$ cat src/rtl/fetch_ctrl_pkg.sv
// Shared defines for the fetch controller: stall vector layout,
// reset fetch address and FSM state encodings.
package fetch_ctrl_pkg;

  localparam int unsigned STALL_W   = 6;
  localparam int unsigned STALL_PC  = 0;
  localparam int unsigned STALL_IF  = 1;
  localparam int unsigned STALL_ID  = 2;
  localparam int unsigned STALL_EX  = 3;
  localparam int unsigned STALL_MEM = 4;
  localparam int unsigned STALL_WB  = 5;

  localparam logic [STALL_W-1:0] STALL_NONE_V = 6'b000000;
  localparam logic [STALL_W-1:0] STALL_ID_V   = 6'b000111;
  localparam logic [STALL_W-1:0] STALL_EX_V   = 6'b001111;
  localparam logic [STALL_W-1:0] STALL_MEM_V  = 6'b011111;

  localparam logic [31:0] RESET_PC_DEF = 32'h0000_0000;

  typedef enum logic [1:0] {
    ST_IDLE    = 2'd0,
    ST_FETCH   = 2'd1,
    ST_HOLD    = 2'd2,
    ST_DISCARD = 2'd3
  } fetch_state_e;

endpackage

$ cat src/rtl/fetch_ctrl_pc_gen.sv
// pc_gen: 32-bit program counter with word-aligned load and +4 step.
// Ports: clk, rst, hold, load, load_addr, pc.
module pc_gen #(
  parameter logic [31:0] RESET_PC = 32'h0000_0000
) (
  input  logic        clk,
  input  logic        rst,
  input  logic        hold,
  input  logic        load,
  input  logic [31:0] load_addr,
  output logic [31:0] pc
);

  logic [31:0] r_pc;

  // Load beats step; the step wraps modulo 2^32.
  always_ff @(posedge clk) begin
    if (rst) begin
      r_pc <= RESET_PC;
    end else if (load) begin
      r_pc <= load_addr & 32'hFFFF_FFFC;
    end else if (!hold) begin
      r_pc <= r_pc + 32'd4;
    end
  end

  assign pc = r_pc;

endmodule

$ cat src/rtl/fetch_ctrl.sv
// fetch_ctrl: IF-stage controller. Issues instruction requests, buffers
// stalled returns, handles branch redirects and drives stall/flush.
// Ports: stallreq_*_i, branch_*_i, inst_* memory side, stall_o,
// flush_o, if_pc_o/if_inst_o/if_valid_o toward IF/ID.
module fetch_ctrl
  import fetch_ctrl_pkg::*;
#(
  parameter logic [31:0] RESET_PC = RESET_PC_DEF
) (
  input  logic               clk,
  input  logic               rst,
  input  logic               stallreq_id_i,
  input  logic               stallreq_ex_i,
  input  logic               stallreq_mem_i,
  input  logic               branch_flag_i,
  input  logic [31:0]        branch_target_i,
  output logic               inst_req_o,
  output logic [31:0]        inst_addr_o,
  input  logic               inst_ack_i,
  input  logic [31:0]        inst_data_i,
  output logic [STALL_W-1:0] stall_o,
  output logic               flush_o,
  output logic [31:0]        if_pc_o,
  output logic [31:0]        if_inst_o,
  output logic               if_valid_o
);

  fetch_state_e r_state;
  fetch_state_e w_state_nxt;

  logic [31:0] w_pc;
  logic [31:0] r_buf;
  logic [31:0] r_tgt;
  logic [31:0] r_if_pc;
  logic [31:0] r_if_inst;
  logic        r_if_valid;

  logic        w_stall_if;
  logic        w_br_acc;
  logic        w_pc_hold;
  logic        w_pc_load;
  logic [31:0] w_pc_addr;
  logic        w_cap;
  logic        w_pres;
  logic        w_bub;
  logic        w_buf_wr;
  logic        w_tgt_wr;

  always_comb begin
    stall_o = STALL_NONE_V;
    if (rst) begin
      stall_o = STALL_NONE_V;
    end else if (stallreq_mem_i) begin
      stall_o = STALL_MEM_V;
    end else if (stallreq_ex_i) begin
      stall_o = STALL_EX_V;
    end else if (stallreq_id_i) begin
      stall_o = STALL_ID_V;
    end
  end

  assign w_stall_if = stall_o[STALL_IF];
  // A branch resolved in a stalled EX is not yet real.
  assign w_br_acc = branch_flag_i && !stall_o[STALL_EX] && !rst;
  assign flush_o = w_br_acc;

  pc_gen #(
    .RESET_PC (RESET_PC)
  ) u_pc_gen (
    .clk       (clk),
    .rst       (rst),
    .hold      (w_pc_hold),
    .load      (w_pc_load),
    .load_addr (w_pc_addr),
    .pc        (w_pc)
  );

  always_ff @(posedge clk) begin
    if (rst) begin
      r_state <= ST_IDLE;
    end else begin
      r_state <= w_state_nxt;
    end
  end

  always_comb begin
    w_state_nxt = r_state;
    w_pc_hold   = 1'b1;
    w_pc_load   = 1'b0;
    w_pc_addr   = branch_target_i;
    w_cap       = 1'b0;
    w_pres      = 1'b0;
    w_bub       = 1'b0;
    w_buf_wr    = 1'b0;
    w_tgt_wr    = 1'b0;
    unique case (r_state)
      ST_IDLE: begin
        w_state_nxt = ST_FETCH;
        w_bub       = 1'b1;
        w_pc_load   = w_br_acc;
      end
      ST_FETCH: begin
        if (w_br_acc) begin
          w_bub = 1'b1;
          if (inst_ack_i) begin
            w_pc_load = 1'b1;
          end else begin
            // Bus must see the old request through; park the target.
            w_tgt_wr    = 1'b1;
            w_state_nxt = ST_DISCARD;
          end
        end else if (inst_ack_i && !w_stall_if) begin
          w_cap     = 1'b1;
          w_pc_hold = 1'b0;
        end else if (inst_ack_i) begin
          w_buf_wr    = 1'b1;
          w_state_nxt = ST_HOLD;
        end else if (!w_stall_if) begin
          w_bub = 1'b1;
        end
      end
      ST_HOLD: begin
        if (w_br_acc) begin
          w_bub       = 1'b1;
          w_pc_load   = 1'b1;
          w_state_nxt = ST_FETCH;
        end else if (!w_stall_if) begin
          w_pres      = 1'b1;
          w_pc_hold   = 1'b0;
          w_state_nxt = ST_FETCH;
        end
      end
      ST_DISCARD: begin
        w_bub = 1'b1;
        if (w_br_acc) begin
          if (inst_ack_i) begin
            w_pc_load   = 1'b1;
            w_state_nxt = ST_FETCH;
          end else begin
            w_tgt_wr = 1'b1;
          end
        end else if (inst_ack_i) begin
          w_pc_load   = 1'b1;
          w_pc_addr   = r_tgt;
          w_state_nxt = ST_FETCH;
        end
      end
      default: begin
        w_state_nxt = ST_IDLE;
      end
    endcase
  end

  always_ff @(posedge clk) begin
    if (rst) begin
      r_if_pc    <= 32'd0;
      r_if_inst  <= 32'd0;
      r_if_valid <= 1'b0;
      r_buf      <= 32'd0;
      r_tgt      <= 32'd0;
    end else begin
      if (w_cap) begin
        r_if_pc    <= w_pc;
        r_if_inst  <= inst_data_i;
        r_if_valid <= 1'b1;
      end else if (w_pres) begin
        r_if_pc    <= w_pc;
        r_if_inst  <= r_buf;
        r_if_valid <= 1'b1;
      end else if (w_bub) begin
        r_if_valid <= 1'b0;
      end
      if (w_buf_wr) begin
        r_buf <= inst_data_i;
      end else if (w_br_acc) begin
        r_buf <= 32'd0;
      end
      if (w_tgt_wr) begin
        r_tgt <= branch_target_i;
      end
    end
  end

  assign inst_req_o  = (r_state == ST_FETCH) || (r_state == ST_DISCARD);
  assign inst_addr_o = w_pc;
  assign if_pc_o     = r_if_pc;
  assign if_inst_o   = r_if_inst;
  assign if_valid_o  = r_if_valid;

endmodule

$ cat config.mk
export PLATFORM = sky130hd
export DESIGN_NAME = fetch_ctrl
export DESIGN_NICKNAME = d
export VERILOG_FILES = /design/src/rtl/fetch_ctrl_pkg.sv /design/src/rtl/fetch_ctrl_pc_gen.sv /design/src/rtl/fetch_ctrl.sv
export SDC_FILE = /design/constraint.sdc
export NUM_CORES = 1
export LEC_CHECK = 0
export ABC_AREA = 1
export ABC_CLOCK_PERIOD_IN_PS = 2100
export CORE_ASPECT_RATIO = 1.5
export CORE_MARGIN = 2
export CORE_UTILIZATION = 51
export DETAILED_ROUTE_END_ITERATION = 8
export PLACE_DENSITY_LB_ADDON = 0.1
export SLEW_MARGIN = 20
export SYNTH_ARGS = -nofsm -noshare
export SYNTH_HDL_FRONTEND = slang
export SYNTH_SLANG_ARGS = --single-unit
$ cat constraint.sdc
create_clock -name clk -period 2.1 [get_ports clk]
set_input_delay 0.525 -clock clk [delete_from_list [all_inputs] [get_ports clk]]
set_output_delay 0.525 -clock clk [all_outputs]
set_load 0.01 [all_outputs]
# ---- Word level (Yosys, flattened, before mapping)
# Index checks and enable logic that the tools add are counted.
# Widths: inputs -> output; s select.
dict set report totals {
  romBits 0
  regBits 163
  mem_bits_rw 0
  latchBits 0
  n_memories 0
}
dict set report op_classes {
  shift 0
  bitwise_logic 0
  n_reduce_logical 15
  n_mul 0
  n_lt_le_gt_ge 0
  n_div 0
  add_sub_neg 1
  n_mux 51
  n_eq_ne 9
}
# cell n
set ops {}
lappend ops {{$mux 32} 11}
lappend ops {{$add 32x3->32 const B} 1}
lappend ops {{$mux 1} 25}
lappend ops {{$mux 2} 7}
lappend ops {{$ne 3x3->1 const B} 4}
lappend ops {{$mux 5} 2}
lappend ops {{$pmux 2 s4} 1}
lappend ops {{$reduce_or 2->1} 3}
lappend ops {{$reduce_and 5->1} 1}
lappend ops {{$eq 2x2->1 const B} 2}
lappend ops {{$mux 4} 1}
lappend ops {{$ne 2x2->1 const B} 2}
lappend ops {{$pmux 1 s4} 1}
lappend ops {{$reduce_bool 2->1} 2}
lappend ops {{$logic_and 1x1->1} 3}
lappend ops {{$logic_not 1->1} 3}
lappend ops {{$mux 3} 1}
lappend ops {{$pmux 1 s3} 1}
lappend ops {{$reduce_bool 3->1} 1}
lappend ops {{$eq 2x1->1 const B} 1}
lappend ops {{$logic_not 2->1} 1}
lappend ops {{$pmux 1 s2} 1}
lappend ops {{$logic_or 1x1->1} 1}

# ---- Depth between registers and ports, before layout
dict set report depth {
  word_depth 12
  ltp_mapped 11
}

# ---- Cells and area by module
# A second synthesis with hierarchy kept.
dict set report unflattened {
  cells_unflattened 1213
  hier_area_um2 8134.1
}
# module area_each_um2 cells_per_inst seq_area_each_um2 instances
set modules_own_cells {}
lappend modules_own_cells {fetch_ctrl 5957.0 844 2622.5 1}
lappend modules_own_cells {pc_gen 2177.1 369 600.6 1}

# ---- Least setup slack after synthesis
# OpenSTA, ideal clock, no wires.
dict set report synth_path {
  path_type {input to register}
  from {in rst}
  to {reg r_buf[10]}
  setup_slack_ns 0.231
  setup_ns 0.132
  n_path_buf 2
  cell_stages 8
  arrival_ns 1.737
  required_time_ns 1.968
  cell_sequence {buf_2 a21oi_1 nand2_1 nor2_4 nor2_4 buf_4 nand2_1 a21oi_1}
}
dict set report synth_between {
  elab_chain_len 7
}
# item line
set synth_rtl {}
lappend synth_rtl {{start: declaration} fetch_ctrl.sv:11} ;# input logic rst,
lappend synth_rtl {{$mux 5} fetch_ctrl.sv:51} ;# if (rst) begin
lappend synth_rtl {{$logic_not 1->1 (on tied branches)} -}
lappend synth_rtl {{$logic_and 1x1->1 (on tied branches)} {fetch_ctrl.sv:112, fetch_ctrl.sv:64}}
lappend synth_rtl {{$mux 1 / $logic_and 1x1->1 (equally long branches)} {fetch_ctrl.sv:112, fetch_ctrl.sv:64}}
lappend synth_rtl {{$mux 1} fetch_ctrl.sv:103} ;# if (w_br_acc) begin
lappend synth_rtl {{$mux 1} fetch_ctrl.sv:96} ;# unique case (r_state)
lappend synth_rtl {{$mux 32 / $reduce_bool 2->1 (equally long branches)} -}
lappend synth_rtl {{end signal: assignment} fetch_ctrl.sv:174} ;# r_buf <= inst_data_i;
lappend synth_rtl {{end: declaration} fetch_ctrl.sv:32} ;# logic [31:0] r_buf;
# Several ways; a longest one is shown, not always the timed one.
# A chain may end at the register's enable or synchronous reset.

# ---- Final worst setup path
dict set report layout_path {
  from {in stallreq_id_i}
  to {out stall_o[2]}
}
dict set report layout_between {
  elab_chain_len 4
}
# item line
set layout_rtl {}
lappend layout_rtl {{start: declaration} fetch_ctrl.sv:12} ;# input logic stallreq_id_i,
lappend layout_rtl {{$mux 3} fetch_ctrl.sv:57} ;# end else if (stallreq_id_i) begin
lappend layout_rtl {{$mux 4} fetch_ctrl.sv:55} ;# end else if (stallreq_ex_i) begin
lappend layout_rtl {{$mux 5} fetch_ctrl.sv:53} ;# end else if (stallreq_mem_i) begin
lappend layout_rtl {{$mux 5} fetch_ctrl.sv:51}
lappend layout_rtl {{end: declaration} fetch_ctrl.sv:21} ;# output logic [STALL_W-1:0] stall_o,
# Every way passes these cells.

==> impl_metrics.tcl <==
set metrics [dict create \
    synth_area_mm2 0.007731 \
    rows 55 \
    slew_headroom 0.5819 \
    critPathSlowestCell "clkdlybuf4s50_1" \
    endpoint "stall_o[2]" \
    worst_pin_slew_ns 0.6271 \
    vias_per_cell 5.187 \
    cts_root_buf "clkbuf_16" \
    hold_buffers 0 \
    syn_inst 1152 \
    clock_skew_ns 0.01294 \
    regArea_mm2 0.003144 \
    cellPowerDensity_mw_per_mm2 1018 \
    reg2reg_slack_ns 0.20 \
    run_status "complete, no violations" \
    end_kind "primary output" \
    grt_overflow 0 \
    numClockSinks 157 \
    yosysUniqueCellTypes 32 \
    worstPathArrival_ns 1.52 \
    dp_hpwl_um 15450 \
    max_freq_ghz 0.4890 \
    critPathKind "in2out" \
    multi_input_area_mm2 0.003750 \
    yosys_warnings 0 \
    grt_usage 0.2715 \
    cp_cell_sequence "clkdlybuf4s50_1, nor2_1, a21oi_2, clkdlybuf4s15_2" \
    synth_seq_area_share 0.4065 \
    r2r-end "u_pc_gen.pc[11]" \
    area_growth_pct 34.18 \
    stdcell_count 1531 \
    crit_required_ns 1.57 \
    num_io_pins 176 \
    cp-start-kind "input pin" \
    rsz0062_at_grt "false" \
    die_w_um 104.5 \
    die_y_um 154.8 \
    wl_per_cell_um 14.32 \
    crit_path_max_incr_delay_ns 0.45 \
    grt_max_degree 67 \
    layout.nets 1395 \
    nFillCells 1338 \
    hold_ws_ns 0.4616 \
    maxCapViolCount 0 \
    reg2reg_depth 9 \
    htreeDepth 4 \
    antenna_left 0 \
    core_area_mm2 0.01493 \
    grt_antenna_before_repair 0 \
    clock_path_buffers 2 \
    reg2reg_from "u_pc_gen.pc[5]" \
    gp_congestion 0.9539 \
    ir_drop_uv 549.6 \
    finalCritPeriodShare 0.9738 \
    first_global_vias 7471 \
    layout-drive-gt1-share 0.08183 \
    drv_slew 0 \
    diodes 0 \
    crit_start "stallreq_id_i" \
    vias 7941 \
    initial_core_util 0.5177 \
    utilization 0.6947 \
    hold_violations 0 \
    hold_path.class "reg2reg" \
    cts_buffers 17 \
    grt_pass1_wl_um 35690 \
    path_clk_slew_ns 0.07 \
    drtPass1Iterations 5 \
    setup_violations 0 \
    ys_ff_latch 157 \
    drtIter0Drc 456 \
    finalWirelength_um 21930 \
    cts_tree "yes" \
    crit_fanout 4 \
    dp.cells 1499 \
    finalCriticalPeriod_ns 2.045 \
    dieArea_mm2 0.01618 \
    drc 0 \
    clk_latency_ns 0.43 \
    syn-mean-instance-area_um2 6.711 \
    power.leakage_nw 4.146 \
    port_buffers 168 \
]
## kinds of logic after synthesis
family / count (synthesis) / share of synthesized area
AND/OR/NAND/NOR: 526 / 0.2780
AO/OA/AOI/OAI: 258 / 0.1903
buffers and inverters: 202 / 0.1136
flip-flops: 157 / 0.4065
XOR/XNOR: 4 / 0.004532
adder cells (fa/ha/maj): 4 / 0.006474
other: 1 / 0.0004850
## timing repair
action / in CTS / in global routing
setup buffers: 0 / 0
gates cloned: 1 / 0
endpoints found under the setup margin: 9 / 68
pin swaps: 3 / 1
resized for setup: 17 / 8
## power by group
| group | leakage [nW] | switching [mW] | internal (mW) |
|---|---|---|---|
| logic | 2.60 | 2.01 | 1.70 |
| clock network | 0.268 | 1.30 | 1.68 |
| registers | 1.28 | 0.418 | 3.44 |
| total | 4.15 | 3.73 | 6.83 |
## worst min-delay path by stage
stage                        from            end  cells past startpoint
finish                   r_buf[1]       r_buf[1]                      2
global route        if_inst_o[26]  if_inst_o[26]                      2
CTS                     r_buf[23]      r_buf[23]                      2
detailed placement      r_tgt[12]      r_tgt[12]                      2
global placement        r_buf[23]      r_buf[23]                      2
floorplan               r_buf[10]      r_buf[10]                      2
## metrics by stage
step / setup TNS [ns] / setup WS, ns / total power, mW / instance area, um^2
after detailed placement: -38.58 / -0.4299 / 7.605 / 9769
after global routing: 0 / 0.0002343 / 11.20 / 10370
after global placement: -34.98 / -0.4250 / 7.551 / 9769
after floorplan: 0 / 0.2306 / 5.842 / 7746
after CTS: 0 / 0.0002398 / 10.60 / 10350
final: 0 / 0.05504 / 10.56 / 10370
## critical path, delay by kind of cell
kind            cells  cell delay [ns]
compound gates      1             0.23
simple gates        1             0.05
buf+inv             2             0.71
## cell usage after synthesis
library cell / instances / area (um^2)
nor3_1: 2 / 10.01
xnor2_1: 2 / 17.52
nor2_1: 116 / 435.4
nand3b_1: 1 / 7.510
xor2_1: 2 / 17.52
conb_1: 1 / 3.750
a211oi_1: 8 / 60.06
buf_2: 37 / 185.2
nand3_4: 1 / 17.52
buf_4: 11 / 82.58
clkbuf_2: 2 / 10.01
a21oi_4: 2 / 32.53
inv_2: 4 / 15.01
buf_6: 4 / 45.04
nand2_1: 334 / 1254
nand2_4: 1 / 11.26
o211ai_1: 36 / 270.3
inv_1: 122 / 457.9
clkbuf_1: 19 / 71.32
o21ai_1: 4 / 20.02
a21oi_1: 115 / 575.6
nor2_2: 2 / 12.51
o21bai_1: 3 / 22.52
nand2_2: 2 / 12.51
buf_1: 3 / 11.26
nor2_4: 5 / 56.30
nand4_1: 18 / 112.6
dfxtp_1: 157 / 3143
o31ai_1: 16 / 120.1
o21ai_0: 74 / 370.4
ha_1: 4 / 50.05
nand3_1: 44 / 220.2
## layout by cell type, fill, tap and decap left out, types with 18 or more instances in the layout
cell type	instances
nand2_1	334
clkdlybuf4s50_1	158
dfxtp_1	156
inv_1	122
nor2_1	115
a21oi_1	114
o21ai_0	74
nand3_1	44
buf_4	41
o211ai_1	36
nand4_1	18
## routing by layer
layer,share of wire,vias to the layer above,global-route usage
met5,0,-,0
met4,0.044,0,0.1486
met3,0.059,55,0.06026
met2,0.49,245,0.4644
met1,0.41,3605,0.3136
li1,-,4036,-
## sequential cells by signal (all words and copies together), names as in the netlist
name         count
if_inst_o       32
r_buf           32
if_pc_o         30
r_tgt           30
u_pc_gen.pc     30
r_state          2
if_valid_o       1
## layout make-up
class | count | share of cell area
tap | 199 | 0.02400
sequential | 157 | 0.3031
clock inverter | 13 | 0.01278
timing repair buffer | 220 | 0.2107
clock buffer | 18 | 0.04234
inverter | 126 | 0.04559
multi-input combinational | 798 | 0.3615
Power figures use the tool's default switching activity.
